===== src/rtl/gpio_cfg_pkg.sv =====
// Shared constants, FSM encoding and reset-word helper for the GPIO config shadow.
package gpio_cfg_pkg;

  localparam int IO_CTRL_BITS = 13;
  localparam int OEB          = 1;
  localparam int INP_DIS      = 3;
  localparam int CNT_W        = 9;

  localparam logic [IO_CTRL_BITS-1:0] CFG_BIDIR = 13'h1803;
  localparam logic [IO_CTRL_BITS-1:0] CFG_INPUT = 13'h0403;

  typedef enum logic [1:0] {
    ST_IDLE   = 2'b00,
    ST_SHIFT  = 2'b01,
    ST_COMMIT = 2'b10
  } state_t;

  function automatic logic [IO_CTRL_BITS-1:0] reset_word(
    input int                      pad,
    input int                      num_bidir,
    input logic [IO_CTRL_BITS-1:0] bidir_word,
    input logic [IO_CTRL_BITS-1:0] input_word
  );
    return (pad < num_bidir) ? bidir_word : input_word;
  endfunction

endpackage


===== src/rtl/gpio_cfg_sampler.sv =====
// Registers the serial chain pins in the clk domain and decodes rise/load/abort events.
module gpio_cfg_sampler (
  input  logic clk,
  input  logic resetn,
  input  logic serial_clock,
  input  logic serial_resetn,
  input  logic serial_data_in,
  output logic data_q,
  output logic rise,
  output logic load,
  output logic abort
);

  logic clock_q;
  logic clock_qq;
  logic resetn_q;
  logic resetn_qq;

  always_ff @(posedge clk or negedge resetn) begin
    if (!resetn) begin
      clock_q   <= 1'b0;
      clock_qq  <= 1'b0;
      resetn_q  <= 1'b0;
      resetn_qq <= 1'b0;
      data_q    <= 1'b0;
    end else begin
      clock_q   <= serial_clock;
      clock_qq  <= clock_q;
      resetn_q  <= serial_resetn;
      resetn_qq <= resetn_q;
      data_q    <= serial_data_in;
    end
  end

  // Load is the chain reset falling while the chain clock is high; abort is
  // the chain reset low with the clock low. Both need resetn_q low, rise needs
  // it high, so the three events never coincide.
  assign rise  = clock_q & ~clock_qq & resetn_q;
  assign load  = ~resetn_q & resetn_qq & clock_q;
  assign abort = ~resetn_q & ~clock_q;

endmodule


===== src/rtl/gpio_cfg_shadow.sv =====
// Shadow register file for one GPIO config chain: shift, atomic commit, readback.
module gpio_cfg_shadow
  import gpio_cfg_pkg::*;
#(
  parameter int                      NUM_PADS      = 19,
  parameter int                      NUM_BIDIR     = 2,
  parameter logic [IO_CTRL_BITS-1:0] CFG_BIDIR_VAL = CFG_BIDIR,
  parameter logic [IO_CTRL_BITS-1:0] CFG_INPUT_VAL = CFG_INPUT
) (
  input  logic                             clk,
  input  logic                             resetn,
  input  logic                             serial_clock,
  input  logic                             serial_resetn,
  input  logic                             serial_data_in,
  output logic [NUM_PADS*IO_CTRL_BITS-1:0] cfg_flat,
  output logic [NUM_PADS-1:0]              pad_oeb,
  output logic [NUM_PADS-1:0]              pad_inp_dis,
  input  logic [4:0]                       rd_idx,
  output logic [IO_CTRL_BITS-1:0]          rd_cfg,
  output logic                             cfg_update,
  output logic                             busy,
  output logic                             err_len,
  output state_t                           fsm_state
);

  localparam int               L     = NUM_PADS * IO_CTRL_BITS;
  localparam logic [CNT_W-1:0] L_CNT = CNT_W'(L);

  logic data_q;
  logic rise;
  logic load;
  logic abort;

  gpio_cfg_sampler u_sampler (
    .clk            (clk),
    .resetn         (resetn),
    .serial_clock   (serial_clock),
    .serial_resetn  (serial_resetn),
    .serial_data_in (serial_data_in),
    .data_q         (data_q),
    .rise           (rise),
    .load           (load),
    .abort          (abort)
  );

  logic [L-1:0]            chain;
  logic [CNT_W-1:0]        bit_cnt;
  logic [IO_CTRL_BITS-1:0] cfg_q [NUM_PADS];
  state_t                  state;

  always_ff @(posedge clk or negedge resetn) begin
    if (!resetn) begin
      chain      <= '0;
      bit_cnt    <= '0;
      state      <= ST_IDLE;
      rd_cfg     <= '0;
      cfg_update <= 1'b0;
      err_len    <= 1'b0;
      for (int k = 0; k < NUM_PADS; k++) begin
        cfg_q[k] <= reset_word(k, NUM_BIDIR, CFG_BIDIR_VAL, CFG_INPUT_VAL);
      end
    end else begin
      cfg_update <= 1'b0;

      if (int'(rd_idx) < NUM_PADS) rd_cfg <= cfg_q[rd_idx];
      else                         rd_cfg <= '0;

      case (state)
        ST_IDLE: begin
          if (rise) begin
            chain <= {chain[L-2:0], data_q};
            if (bit_cnt != '1) bit_cnt <= bit_cnt + 1'b1;
            state <= ST_SHIFT;
          end else if (load) begin
            state <= ST_COMMIT;
          end
        end
        ST_SHIFT: begin
          if (rise) begin
            chain <= {chain[L-2:0], data_q};
            if (bit_cnt != '1) bit_cnt <= bit_cnt + 1'b1;
          end else if (load) begin
            state <= ST_COMMIT;
          end else if (abort) begin
            chain   <= '0;
            bit_cnt <= '0;
            state   <= ST_IDLE;
          end
        end
        ST_COMMIT: begin
          if (bit_cnt == L_CNT) begin
            for (int k = 0; k < NUM_PADS; k++) begin
              cfg_q[k] <= chain[k*IO_CTRL_BITS +: IO_CTRL_BITS];
            end
            cfg_update <= 1'b1;
            err_len    <= 1'b0;
          end else begin
            err_len <= 1'b1;
          end
          // The chain restarts empty; a rise landing here becomes its first bit.
          if (rise) begin
            chain   <= {{(L-1){1'b0}}, data_q};
            bit_cnt <= CNT_W'(1);
          end else begin
            chain   <= '0;
            bit_cnt <= '0;
          end
          state <= ST_IDLE;
        end
        default: begin
          state <= ST_IDLE;
        end
      endcase
    end
  end

  for (genvar k = 0; k < NUM_PADS; k++) begin : g_pad
    assign cfg_flat[k*IO_CTRL_BITS +: IO_CTRL_BITS] = cfg_q[k];
    assign pad_oeb[k]     = cfg_q[k][OEB];
    assign pad_inp_dis[k] = cfg_q[k][INP_DIS];
  end

  assign busy      = (state != ST_IDLE);
  assign fsm_state = state;

endmodule


===== config.mk =====
export PLATFORM = sky130hd
export DESIGN_NAME = gpio_cfg_shadow
export DESIGN_NICKNAME = d
export VERILOG_FILES = /design/src/rtl/gpio_cfg_pkg.sv /design/src/rtl/gpio_cfg_sampler.sv /design/src/rtl/gpio_cfg_shadow.sv
export SDC_FILE = /design/constraint.sdc
export NUM_CORES = 1
export LEC_CHECK = 0
export ABC_CLOCK_PERIOD_IN_PS = 1600
export CORE_MARGIN = 2
export CORE_UTILIZATION = 35
export CTS_BUF_LIST = sky130_fd_sc_hd__clkbuf_4
export DETAILED_ROUTE_END_ITERATION = 10
export GPL_TIMING_DRIVEN = 0
export SYNTH_ARGS = -nofsm -noshare
export SYNTH_HDL_FRONTEND = slang
export SYNTH_SLANG_ARGS = --single-unit

===== constraint.sdc =====
create_clock -name clk -period 1.6 [get_ports clk]
set_input_delay 0.24 -clock clk [delete_from_list [all_inputs] [get_ports clk]]
set_output_delay 0.24 -clock clk [all_outputs]
set_load 0.005 [all_outputs]

==> qor.log <==
[status] outcome finished with violations
[status] failing checks negative hold slack, negative setup slack
[clock_network] clock latency reported for the late side of the worst-skew pair 1.04 ns
[clock_network] TritonCTS Buffers 144
[clock_network] clock-pin slew reported for the worst setup and hold paths after clock tree synthesis 0.06 ns
[timing] min cycle time layout 2.12 ns
[logic_synthesis] sequential share of the synthesized area 58.6%
[detailed_routing] DRC marker count from the first detailed-route iteration 1640
[final_layout] fraction of layout cells with a size suffix above 1 42.7%
[global_routing] vias in the first global route 21.1k
[detailed_routing] total iterations of the first detailed-routing run 5
[power] Power Density 1270 nW/um2
[worst_setup_path] worst reg-to-reg path cell count 10
[floorplan] Die H 258 um
[detailed_routing] metal2 WL 40300 um
[worst_setup_path] nature of the critical path endpoint register
[detailed_routing] Detailed Route WL 86700 um
[worst_setup_path] startpoint type of the worst setup path register
[timing] Setup Total Neg Slack -286.40 ns
[timing] post-route worst setup slack -0.523 ns
[final_layout] growth of design area from synthesis to finish 51.0%
[floorplan] I/O pin cnt 313
[timing] actual transition at the worst max-transition pin 0.988 ns
[logic_synthesis] Post-synth EDFFs 0
[logic_synthesis] leading cell types by count after synthesis 1254 x sky130_fd_sc_hd__nand2_1, 466 x sky130_fd_sc_hd__dfrtp_1, 253 x sky130_fd_sc_hd__nand3_1, 87 x sky130_fd_sc_hd__clkbuf_1, 59 x sky130_fd_sc_hd__dfstp_2
[floorplan] width of the chip 258 um
[timing] tightest slew margin relative to the limit 34.1%
[logic_synthesis] main flop type after synthesis sky130_fd_sc_hd__dfrtp_1
[clock_network] CTS H-tree depth 4
[global_routing] number of antenna violations at the first check in global routing 2
[timing] number of endpoints with negative hold slack in the final report 271
[detailed_routing] detail-routed net length per standard cell 20.5 um
[logic_synthesis] number of distinct library cells after synthesis 37
[clock_network] clock root buffer master sky130_fd_sc_hd__clkbuf_4
[clock_network] CTS tree done
[logic_synthesis] proportion of netlist area held by the largest area contributor 51.7%
[worst_setup_path] Critical Path, Cell by Cell buf_6, buf_12, ha_4, nand2b_4, or4_4, buf_12, clkbuf_16, clkbuf_16, nand2_1, nand2_1
[run] max-capacitance violation count 0
[detailed_routing] via-per-instance ratio 5.02
[timing] final setup skew 0.0807 ns
[worst_setup_path] cell with the largest stage delay on the worst path sky130_fd_sc_hd__or4_4
[detailed_routing] count of vias placed by the detailed router 21.2k
[floorplan] Core Rows 93
[timing] RSZ-0062 raised after global routing yes
[global_routing] total congestion overflow 0
[logic_synthesis] net count after synthesis 2443
[logic_synthesis] cell types occupying the most area after synthesis sky130_fd_sc_hd__dfrtp_1 52%, sky130_fd_sc_hd__nand2_1 21%, sky130_fd_sc_hd__dfstp_2 6.9%, sky130_fd_sc_hd__nand3_1 5.6%, sky130_fd_sc_hd__mux4_2 5.2%
[worst_setup_path] endpoint arrival time on the critical path 2.99 ns
[logic_synthesis] most common cell in the synthesized netlist sky130_fd_sc_hd__nand2_1
[min_path] class of the most critical hold timing path in -> async
[logic_synthesis] cell taking the most area after synthesis sky130_fd_sc_hd__dfrtp_1
[placed_design] number of I/O port buffers 310
[clock_network] hold buffer count at cts 4
[worst_setup_path] CP max stage delay 0.54 ns
[detailed_routing] top routing layer used met4
[logic_synthesis] number of synthesized register bits 525
[timing] Max Slew Vio Count 0
[logic_synthesis] Synth async-reset ratio 100%
[worst_setup_path] start-to-end type of the worst setup path reg -> reg
[detailed_routing] Met1 Wirelength 36000 um
[timing] final clock period utilization by the worst path 133%
[detailed_routing] final antenna-violating net count 0
[placed_design] final weighted congestion of routability-driven global placement 0.897
[timing] final setup violation count 820
[logic_synthesis] Synthesis Warnings 0
[clock_network] Clock Path Buffers 3
[logic_synthesis] average footprint of a synthesized cell 9.29 um2
[worst_setup_path] Required @ worst endpoint 2.46 ns
[floorplan] Floorplan Core Area 64100 um2
[timing] Final Hold Slack -0.700 ns
[global_routing] pin count of the biggest net entering global routing 116
[logic_synthesis] area of the mapped netlist 22600 um2
[detailed_routing] DRC violations left 0
[placed_design] post-placement setup slack -1.48 ns
[timing] achievable clock frequency 471 MHz
[placed_design] post-detailed-placement half-perimeter wirelength 55500 um
[power] maximum VDD drop 0.957 mV
[final_layout] FILL cells 5693
[logic_synthesis] synthesized netlist cell count 2429
[power] leakage power summed over all cells 18.7 nW
[floorplan] initial core utilization 35.2%
[clock_network] # clock sinks 525
[worst_setup_path] largest fanout of any net on the critical path 9
[floorplan] die area 66500 um2
[global_routing] GRT Util Overall 25.6%
[final_layout] number of nets in the layout 3266
[detailed_routing] Detail Route met3 WL 6630 um
[global_routing] wire length of the first global-routing pass 128000 um
## cell usage in the layout (no fill, tap or decap), types with 10 or more instances in the layout
cell type / count
sky130_fd_sc_hd__buf_8: 43
sky130_fd_sc_hd__clkbuf_16: 43
sky130_fd_sc_hd__a22oi_1: 10
sky130_fd_sc_hd__buf_6: 181
sky130_fd_sc_hd__mux2i_1: 26
sky130_fd_sc_hd__dlygate4sd2_1: 44
sky130_fd_sc_hd__nand2_1: 1093
sky130_fd_sc_hd__buf_4: 266
sky130_fd_sc_hd__nand2_4: 28
sky130_fd_sc_hd__buf_12: 25
sky130_fd_sc_hd__clkbuf_2: 25
sky130_fd_sc_hd__buf_2: 187
sky130_fd_sc_hd__dfrtp_1: 431
sky130_fd_sc_hd__clkbuf_4: 230
sky130_fd_sc_hd__buf_16: 15
sky130_fd_sc_hd__clkinv_1: 27
sky130_fd_sc_hd__nand3_1: 211
sky130_fd_sc_hd__o21ai_0: 16
sky130_fd_sc_hd__dfrtp_2: 35
sky130_fd_sc_hd__nand2_2: 132
sky130_fd_sc_hd__dfstp_2: 59
sky130_fd_sc_hd__nand3_2: 42
sky130_fd_sc_hd__clkbuf_8: 19
sky130_fd_sc_hd__o21ai_1: 16
sky130_fd_sc_hd__mux4_2: 52
## worst paths after layout
check	end	startpoint	slack [ns]
worst max-delay path	cfg_flat[69]$_DFFE_PN0P_	fsm_state[1]$_DFFE_PN0P_	-0.52
worst min-delay path	cfg_flat[63]$_DFFE_PN0P_	resetn	-0.70
worst max register to register	cfg_flat[69]$_DFFE_PN0P_	fsm_state[1]$_DFFE_PN0P_	-0.52
worst min register to register	u_sampler.clock_qq$_DFF_PN0_	u_sampler.clock_q$_DFF_PN0_	0.46
max in group asynchronous	cfg_flat[184]$_DFFE_PN0P_	resetn	0.63
min in group clk	rd_cfg[12]$_DFF_PN0_	rd_idx[0]	0.11
## report_power, final
| group | internal [mW] | switching (mW) | total, mW |
|---|---|---|---|
| logic | 7.91 | 8.51 | 16.4 |
| clock network | 7.12 | 6.04 | 13.2 |
| registers | 13.5 | 0.228 | 13.7 |
## flip-flops by register name, summed over array words and instances (netlist names)
register,cells
chain,247
err_len,1
u_sampler.clock_q,1
fsm_state,2
cfg_update,1
u_sampler.resetn_q,1
bit_cnt,9
u_sampler.clock_qq,1
u_sampler.data_q,1
cfg_flat,247
rd_cfg,13
u_sampler.resetn_qq,1
## timing repair
item                                    in CTS  in global routing
resized for setup                         1523                289
pin swaps                                   93                115
endpoints found under the setup margin     820                820
buffers inserted                           295                 23
gates cloned                                34                 21
hold endpoints to repair                   344                111
## worst max-delay path: cells and delay by family (launching register included)
kind | cells | cell delay, ns
buffers and inverters | 5 | 0.76
AND/OR/NAND/NOR | 4 | 0.71
flip-flops | 1 | 0.37
adder cells (fa/ha/maj) | 1 | 0.13
## through the flow
stage	total power, mW	instance area (um2)	hold WS, ns	utilization, %	cells
finish	43.3	34100	-0.700	53.1	4229
detailed placement	22.2	27200	0.391	42.4	3598
global route	45.2	34000	-0.662	53.1	4228
global placement	22.0	27100	0.453	42.2	3594
floorplan	19.5	22900	-0.0556	-	2429
CTS	41.3	32700	-0.719	51.1	4192
## cells by family (layout without fill, tap and decap cells)
logic type	after synthesis	after routing	synth area share (%)
AND/OR/NAND/NOR	1528	1528	27.0
flip-flops	525	525	58.6
buffers and inverters	204	1145	5.13
multiplexers	91	91	6.99
AO/OA/AOI/OAI	77	77	2.05
adder cells (fa/ha/maj)	4	4	0.222
other	0	4	0
## metal layers
| metal | vias up | global-route usage [%] |
|---|---|---|
| met5 | - | 0 |
| met4 | 0 | 11.8 |
| met3 | 168 | 6.48 |
| met2 | 932 | 40.2 |
| met1 | 10546 | 33.5 |
| li1 | 9585 | - |
## layout make-up
class / count / area, um2 / area share [%]
Antenna cell: 4 / 10.0 / 0.0294
Buffer: 194 / 2320 / 6.81
Clock buffer: 221 / 1660 / 4.87
Clock inverter: 43 / 305 / 0.897
Inverter: 5 / 28.8 / 0.0845
Multi-Input combinational cell: 1700 / 9140 / 26.8
Sequential cell: 525 / 13300 / 38.9
Tap cell: 855 / 1070 / 3.14
Timing Repair Buffer: 682 / 6270 / 18.4
Power figures use the tool's default switching activity.
